## src/rtl/sico_rec_arbiter.sv

```systemverilog
// sico_rec_arbiter: round-robin arbiter that funnels NREQ requesters into one
// recorder channel through a single output register with zero-bubble refill.
//
// Ports:
//   clk_i        clock, all logic on rising edge
//   rst_ni       asynchronous active-low reset
//   enable_i     permits new grants when high
//   req_valid_i  per-requester valid
//   req_data_i   per-requester data, requester i at [i*WIDTH +: WIDTH]
//   req_ready_o  per-requester accept (one-hot or zero, combinational)
//   rec_valid_o  output word valid toward the recorder
//   rec_src_o    index of the requester that produced the word
//   rec_data_o   recorded data
//   rec_seq_o    sequence number of the word
//   rec_ready_i  recorder accepts the word
//   grant_cnt_o  saturating count of words accepted from requesters
module sico_rec_arbiter #(
  parameter int unsigned NREQ  = 4,
  parameter int unsigned WIDTH = 8,
  parameter int unsigned SRCW  = $clog2(NREQ)
) (
  input  logic                  clk_i,
  input  logic                  rst_ni,
  input  logic                  enable_i,
  input  logic [NREQ-1:0]       req_valid_i,
  input  logic [NREQ*WIDTH-1:0] req_data_i,
  output logic [NREQ-1:0]       req_ready_o,
  output logic                  rec_valid_o,
  output logic [SRCW-1:0]       rec_src_o,
  output logic [WIDTH-1:0]      rec_data_o,
  output logic [15:0]           rec_seq_o,
  input  logic                  rec_ready_i,
  output logic [31:0]           grant_cnt_o
);

  typedef enum logic [0:0] {StEmpty, StFull} state_e;

  state_e            state_q;
  logic [SRCW-1:0]   ptr_q;
  logic [SRCW-1:0]   src_q;
  logic [WIDTH-1:0]  data_q;
  logic [15:0]       rec_seq_q;
  logic [15:0]       seq_q;
  logic [31:0]       grant_cnt_q;

  logic [WIDTH-1:0]  req_data_arr [NREQ];
  logic              found;
  logic [SRCW-1:0]   grant_idx;
  logic [SRCW-1:0]   ptr_next;
  logic              drain;
  logic              can_grant;
  logic              handshake;

  for (genvar i = 0; i < NREQ; i++) begin : g_unpack
    assign req_data_arr[i] = req_data_i[i*WIDTH +: WIDTH];
  end

  // The register may refill in the same cycle it drains, so a full register
  // being consumed is as good as empty for granting purposes.
  assign drain     = (state_q == StFull) && rec_ready_i;
  assign can_grant = enable_i && ((state_q == StEmpty) || rec_ready_i);

  // Round-robin search starting at ptr_q, wrapping NREQ-1 -> 0.
  always_comb begin
    int unsigned     idx;
    logic [SRCW-1:0] cand;
    found     = 1'b0;
    grant_idx = '0;
    idx       = 0;
    cand      = '0;
    for (int unsigned k = 0; k < NREQ; k++) begin
      idx = 32'(ptr_q) + k;
      if (idx >= NREQ) begin
        idx = idx - NREQ;
      end
      cand = idx[SRCW-1:0];
      if (!found && req_valid_i[cand]) begin
        found     = 1'b1;
        grant_idx = cand;
      end
    end
  end

  // Reset gates the handshake so req_ready_o is low while rst_ni is asserted.
  assign handshake = found && can_grant && rst_ni;

  always_comb begin
    if (grant_idx == SRCW'(NREQ - 1)) begin
      ptr_next = '0;
    end else begin
      ptr_next = grant_idx + SRCW'(1);
    end
  end

  always_comb begin
    req_ready_o = '0;
    if (handshake) begin
      req_ready_o[grant_idx] = 1'b1;
    end
  end

  always_ff @(posedge clk_i or negedge rst_ni) begin
    if (!rst_ni) begin
      state_q     <= StEmpty;
      ptr_q       <= '0;
      src_q       <= '0;
      data_q      <= '0;
      rec_seq_q   <= '0;
      seq_q       <= '0;
      grant_cnt_q <= '0;
    end else begin
      if (handshake) begin
        // A new word overrides any simultaneous drain, so the state stays full.
        state_q   <= StFull;
        src_q     <= grant_idx;
        data_q    <= req_data_arr[grant_idx];
        rec_seq_q <= seq_q;
        seq_q     <= seq_q + 16'd1;
        ptr_q     <= ptr_next;
        if (grant_cnt_q != 32'hFFFF_FFFF) begin
          grant_cnt_q <= grant_cnt_q + 32'd1;
        end
      end else if (drain) begin
        state_q <= StEmpty;
      end
    end
  end

  assign rec_valid_o = (state_q == StFull);
  assign rec_src_o   = src_q;
  assign rec_data_o  = data_q;
  assign rec_seq_o   = rec_seq_q;
  assign grant_cnt_o = grant_cnt_q;

endmodule
```

## config.mk

```make
export PLATFORM = sky130hd
export DESIGN_NAME = sico_rec_arbiter
export DESIGN_NICKNAME = d
export VERILOG_FILES = /design/src/rtl/sico_rec_arbiter.sv
export SDC_FILE = /design/constraint.sdc
export NUM_CORES = 1
export LEC_CHECK = 0
export CORE_MARGIN = 3
export CORE_UTILIZATION = 40
export DETAILED_ROUTE_END_ITERATION = 10
export PLACE_DENSITY = 0.69
export SLEW_MARGIN = 20
export SYNTH_ARGS = -nofsm -noshare
export SYNTH_HDL_FRONTEND = slang
export SYNTH_SLANG_ARGS = --single-unit
```

## constraint.sdc

```tcl
create_clock -name clk_i -period 3.5 [get_ports clk_i]
set_input_delay 0.7 -clock clk_i [delete_from_list [all_inputs] [get_ports clk_i]]
set_output_delay 0.7 -clock clk_i [all_outputs]
set_load 0.01 [all_outputs]
```

==> results of run 1 <==
[registers in the layout, summed over array words and instances, names as in the netlist]
signal and count:
grant_cnt_o 32, rec_seq_o 16, seq_q 16, rec_data_o 8, ptr_q 2, rec_src_o 2
rec_valid_o 1
[metal layers]
| metal | vias to the layer above | global-route usage | share of wire | routed length [um] |
|---|---|---|---|---|
| met5 | - | 0 | 0 | 0 |
| met4 | 0 | 0.0570 | 0.011 | 91 |
| met3 | 8 | 0.0554 | 0.066 | 561 |
| met2 | 86 | 0.275 | 0.48 | 4060 |
| met1 | 1415 | 0.228 | 0.44 | 3740 |
| li1 | 1410 | - | - | - |
[report_power, final]
part	switching, uW	internal, uW
Clock	371	341
Combinational	285	376
Sequential	138	1020
Total	795	1740
[worst min-delay path, cell delays in order (launching register included)]
cell     delay [ps]
dfrtp_1         350
nand2_1          50
nand2_1          50
[cell usage after synthesis, drive strengths merged (4+ instances only)]
library cell | count | area [um2]
nand3 | 11 | 55.1
o221ai | 8 | 70.1
xor2 | 16 | 140
nand2 | 92 | 345
xnor2 | 27 | 236
nor3 | 4 | 20.0
mux2i | 17 | 170
nor2 | 22 | 82.6
inv | 5 | 18.8
and3 | 10 | 65.1
a21oi | 8 | 40.0
nand4 | 13 | 106
dfrtp | 77 | 1930
clkbuf | 4 | 15.0
buf | 7 | 47.6
[worst max-delay path by stage]
stage / from / end / depth (start not counted)
3_3_place_gp: req_valid_i[1] / req_ready_o[3] / 5
3_5_place_dp: req_valid_i[0] / req_ready_o[3] / 5
5_1_grt: req_valid_i[0] / req_ready_o[1] / 8
4_1_cts: req_valid_i[0] / req_ready_o[3] / 5
2_1_floorplan: req_valid_i[0] / req_ready_o[3] / 5
6_report: req_valid_i[0] / req_ready_o[3] / 5
[kinds of logic after synthesis]
| group | share of synthesized area |
|---|---|
| adder cells (fa/ha/maj) | 0.00696 |
| AO/OA/AOI/OAI | 0.0508 |
| XOR/XNOR | 0.105 |
| AND/OR/NAND/NOR | 0.227 |
| buffers and inverters | 0.0226 |
| flip-flops | 0.536 |
| multiplexers | 0.0515 |
[final cells by class]
type	instances	area [um2]	area share
well taps	105	131	0.0264
repair buffers	113	1100	0.221
inverters	5	18.8	0.00377
clock buffers	9	124	0.0248
multi-input cells	256	1600	0.322
clock inverters	7	80.1	0.0161
flip-flops and latches	77	1930	0.387
[metrics by stage]
stage | setup slack, ps | util | power (uW) | hold WS, ps
2_1_floorplan | 803 | - | 1470 | 404
3_3_place_gp | 180 | 0.565 | 1830 | 460
3_5_place_dp | 161 | 0.565 | 1840 | 462
4_1_cts | 148 | 0.589 | 2560 | 485
5_1_grt | 101 | 0.589 | 2680 | 520
6_report | 168 | 0.589 | 2530 | 480
==> results.toml, run 1 <==
[worst_setup_path]
crit_path_frequent_cell = "clkdlybuf4s50_1"
r2r_setup_slack_ps = 1400
cp-start-kind = "input pin"
crit_arrival_ps = 2630
crit_path_end_kind = "output port"
cp.buffers_inverters = 2
cp.required_ps = 2800
cp_cell_sequence = "clkdlybuf4s50_1, or4_1, and4_4, and3_1, clkdlybuf4s50_1"
timing.rr.end = "grant_cnt_o[31]$_DFFE_PN0P_"
critPathTopFamily = "simple AND/OR/NAND/NOR gates"
reg2reg_from = "grant_cnt_o[27]$_DFFE_PN0P_"
slowest_stage = "or4_1"
worstPathMaxFanout = 5
crit_type = "in2out"
reg2regPathDepth = 6
cpPeakStageDelay_ps = 580

[finish]
design_area_um2 = 4980
antenna_cells = 0
layout.nets = 504
finalNonFillerCells = 572
drive_gt1_frac = 0.0921
final_cell_mix = "101 x clkdlybuf4s50_1, 92 x nand2_1, 77 x dfrtp_1, 27 x xnor2_1, 22 x nor2_1"
syn2layout_area_growth_pct = 38.7
n_fill_cell = 721
final_common_cell = "clkdlybuf4s50_1"

[timing]
rsz0062_at_grt = "no"
post-route-min-period_ps = 3330
slew_violations = 0
fmax_ghz = 0.300
hold_viol_final = 0
slew_headroom = 0.356
skew_ps = 9.73
setup_viol = 0
worstMarginPinSlew_ps = 966
setup_tns_ps = 0
min_period_over_period = 0.952

[die]
die_x_um = 101
die_h_um = 101
io_pins = 103
row_count = 33
core_area_um2 = 8460
die_area_um2 = 10200
start_util = 0.425

[synthesis]
async_flop_share = 1.00
synth_fp_nets = 391
syn_area_per_cell_um2 = 10.3
ys.flop_type = "dfrtp_1"
ys_warn_count = 0
syn_inst = 349
synth-edff-count = 0
synthDistinctLibCells = 41
synth_area_um2 = 3590
ys_seq_area_frac = 0.536
ys_seq_elements = 77

[clock_tree]
post_cts_buffers = 0
cts_buffers = 9
cts-root-buf = "clkbuf_8"
cts.repair.resized = 0
tritoncts = "built"
htree_levels = 3
cts-root-to-sink-buffers = 2
hold_buffers = 0
clock_latency_ps = 350
clk_pin_slew_worst_paths_ps = 90
clock_sinks = 77

[drt]
first_iter_violations = 94
drt-pass1-iter-count = 4
wl_per_cell_um = 14.8
totalWireLength_um = 8450
drtAntennaViolNets = 0
vias_per_cell = 5.10
remaining_drc_errors = 0
vias = 2919

[grt]
grt_usage = 0.174
grt_pass1_vias = 2975
grt_max_degree = 78
grt_overflow_total = 0
antenna_found_initial = 0
grt_pass1_wl_um = 14100

[placement]
port_buffers = 102
dpl_cell_area_um2 = 4780
routabilityCongestion = 0.775
dp.cells = 556
place_hpwl_um = 6050

[worst_hold_path]
min_to = "rec_seq_o[10]$_DFFE_PN0P_"
hp-start = "rec_seq_o[10]$_DFFE_PN0P_"
hold_class = "reg2reg"
whs_path_depth = 2

[power_and_ir_drop]
power-per-cell-area_nw_per_um2 = 508
p_leak_uw = 0.00232
irDropWorstVdd_mv = 0.289

[run_status]
status = "complete, no violations"

[flow_run]
max-cap-violations = 0
No activity file was read; power rests on OpenSTA's default activity.
==> inputs of run 2 (changes only) <==
- TNS_END_PERCENT: unset -> 10
==> results of run 2 <==
Same layout as run 1: the final DEF is identical, and so are final timing and power.
==> edit: new RTL, settings of run 2 <==
Set the parameter `WIDTH` to 6 (it was 8).
--- a/src/rtl/sico_rec_arbiter.sv
+++ b/src/rtl/sico_rec_arbiter.sv
@@ -16,7 +16,7 @@
 //   grant_cnt_o  saturating count of words accepted from requesters
 module sico_rec_arbiter #(
   parameter int unsigned NREQ  = 4,
-  parameter int unsigned WIDTH = 8,
+  parameter int unsigned WIDTH = 6,
   parameter int unsigned SRCW  = $clog2(NREQ)
 ) (
   input  logic                  clk_i,
Interface: changed (resized rec_data_o and req_data_i); port bits go from 103 to 93. The function was not compared with the original's and may differ.
==> edit against run 2 <==
Area after synthesis is essentially flat; sequential share of layout area shrank 0.67 points; cell area shrank 0.88%; total power grew 6.4%; global-route usage grew 0.26 points; count of clock-buffer cells in the layout grew 2; routed wire length grew 1.8%; maximum frequency shrank 0.78%; worst setup slack lost 0.026 ns; sequential cell count shrank 2; largest cell class unchanged; synthesized cell count grew 3.4%.
==> edit: results (changes against run 2) <==
\begin{tabular}{lr}
\hline
Metric & Value \\
\hline
\multicolumn{2}{l}{\textbf{Worst setup path}} \\
Worst R2R Start & rec\_valid\_o (was grant\_cnt\_o[27]) \\
Worst setup path start & req\_valid\_i[2] (was req\_valid\_i[0]) \\
Critical path endpoint & req\_ready\_o[2] (was req\_ready\_o[3]) \\
Reg2reg end & grant\_cnt\_o[24] (was grant\_cnt\_o[31]) \\
Worst endpoint data arrival time & 2.66 ns (was 2.63 ns) \\
\multicolumn{2}{l}{\textbf{Global routing}} \\
Wire length of the first global-routing pass & 14300 µm (was 14070 µm) \\
Pin count of the biggest net entering global routing & 76 (was 78) \\
Met1 layer usage reported by global route & 0.2298 (was 0.2275) \\
Overall global routing resource usage & 0.1768 (was 0.1742) \\
Global-route track usage on met3 & 0.05052 (was 0.05536) \\
\multicolumn{2}{l}{\textbf{Detailed routing}} \\
WL met1 & 3707 µm (was 3736 µm) \\
Starting DRT DRC Count & 111 (was 94) \\
Routed via count divided by cell count & 5.308 (was 5.103) \\
WL/cell & 14.98 µm (was 14.77 µm) \\
First-pass detailed-route iteration total & 7 (was 4) \\
Total Wirelength & 8601 µm (was 8448 µm) \\
\multicolumn{2}{l}{\textbf{Timing}} \\
Worst hold slack across all endpoints & 0.4776 ns (was 0.4802 ns) \\
Worst relative slew slack & 0.3878 (was 0.3563) \\
Period utilisation layout & 0.9594 (was 0.9519) \\
Post-Route Skew & 0.008003 ns (was 0.009733 ns) \\
\multicolumn{2}{l}{\textbf{Yosys}} \\
Average instance area after synthesis & 9.958 µm² (was 10.30 µm²) \\
Sequential fraction of the synthesis area & 0.5221 (was 0.5362) \\
Post-synth net total & 395 (was 391) \\
Most common library cells after synthesis & sky130\_fd\_sc\_hd\_\_nand2\_1 (84), sky130\_fd\_sc\_hd\_\_dfrtp\_1 (75), sky130\_fd\_sc\_hd\_\_xnor2\_1 (29), sky130\_fd\_sc\_hd\_\_nand3\_1 (25), sky130\_fd\_sc\_hd\_\_xor2\_1 (17) (was sky130\_fd\_sc\_hd\_\_nand2\_1 (92), sky130\_fd\_sc\_hd\_\_dfrtp\_1 (77), sky130\_fd\_sc\_hd\_\_xnor2\_1 (27), sky130\_fd\_sc\_hd\_\_nor2\_1 (22), sky130\_fd\_sc\_hd\_\_mux2i\_1 (17)) \\
\multicolumn{2}{l}{\textbf{Run status}} \\
Outcome & finished, final reports clean (unchanged) \\
\multicolumn{2}{l}{\textbf{Cells and area}} \\
Fill cells & 741 (was 721) \\
Share of cells above drive strength 1 & 0.08102 (was 0.09208) \\
NumNets Final & 499 (was 504) \\
\multicolumn{2}{l}{\textbf{Placed design}} \\
Count of buffers inserted at the top-level ports & 92 (was 102) \\
Detailed placer's ending HPWL & 6336 µm (was 6049 µm) \\
Cells after DPL & 559 (was 556) \\
\multicolumn{2}{l}{\textbf{Power}} \\
Static Leakage & 2.173 nW (was 2.325 nW) \\
\hline
\end{tabular}
## edit: changes by cell type after synthesis, sizes merged, moves of 6 or more
cell	change
o21ai	+7
nor3	+8
a211o	+6
nand3	+14
nor2	-10
mux2i	-10
nor4	+7
nand2	-8
o221ai	-8
## edit: per-stage QoR
step	power [mW]	util	instance area (µm²)
4_1_cts	2.722	0.5833	4937
3_5_place_dp	1.893	0.5539	4688
2_1_floorplan	1.491	-	3595
3_3_place_gp	1.877	0.5539	4688
5_1_grt	2.855	0.5837	4941
6_report	2.693	0.5837	4941
## edit: layout make-up
type	instances	area [µm²]	area share
Clock inverter	4	97.59	0.01975
Tap cell	105	131.4	0.02659
Timing Repair Buffer	103	1001	0.2026
Inverter	5	18.77	0.003798
Clock buffer	11	151.4	0.03064
Sequential cell	75	1877	0.3798
Multi-Input combinational cell	271	1664	0.3368
## edit: kinds of logic (layout without fill, tap and decap cells)
| logic type | count (synthesis) | after routing | share of synthesized area |
|---|---|---|---|
| and+or+nand+nor | 181 | 181 | 0.2503 |
| adders and majority gates | 2 | 2 | 0.006960 |
| DFF | 75 | 75 | 0.5221 |
| AOI/OAI and AO/OA | 34 | 34 | 0.06823 |
| buffers and inverters | 15 | 123 | 0.01775 |
| muxes | 8 | 8 | 0.02262 |
| xor gates and xnor gates | 46 | 46 | 0.1121 |
## edit: critical path: stages
cell and delay (ns):
sky130_fd_sc_hd__clkdlybuf4s50_1 0.55, sky130_fd_sc_hd__nor4_1 0.11, sky130_fd_sc_hd__or3_2 0.52, sky130_fd_sc_hd__nor3b_1 0.20, sky130_fd_sc_hd__clkdlybuf4s50_1 0.57
## edit: power by group
part	switching, mW	total (mW)	internal (mW)
sequential	0.153	1.16	1.01
clock	0.312	0.821	0.509
combinational	0.331	0.708	0.377
total	0.796	2.69	1.90
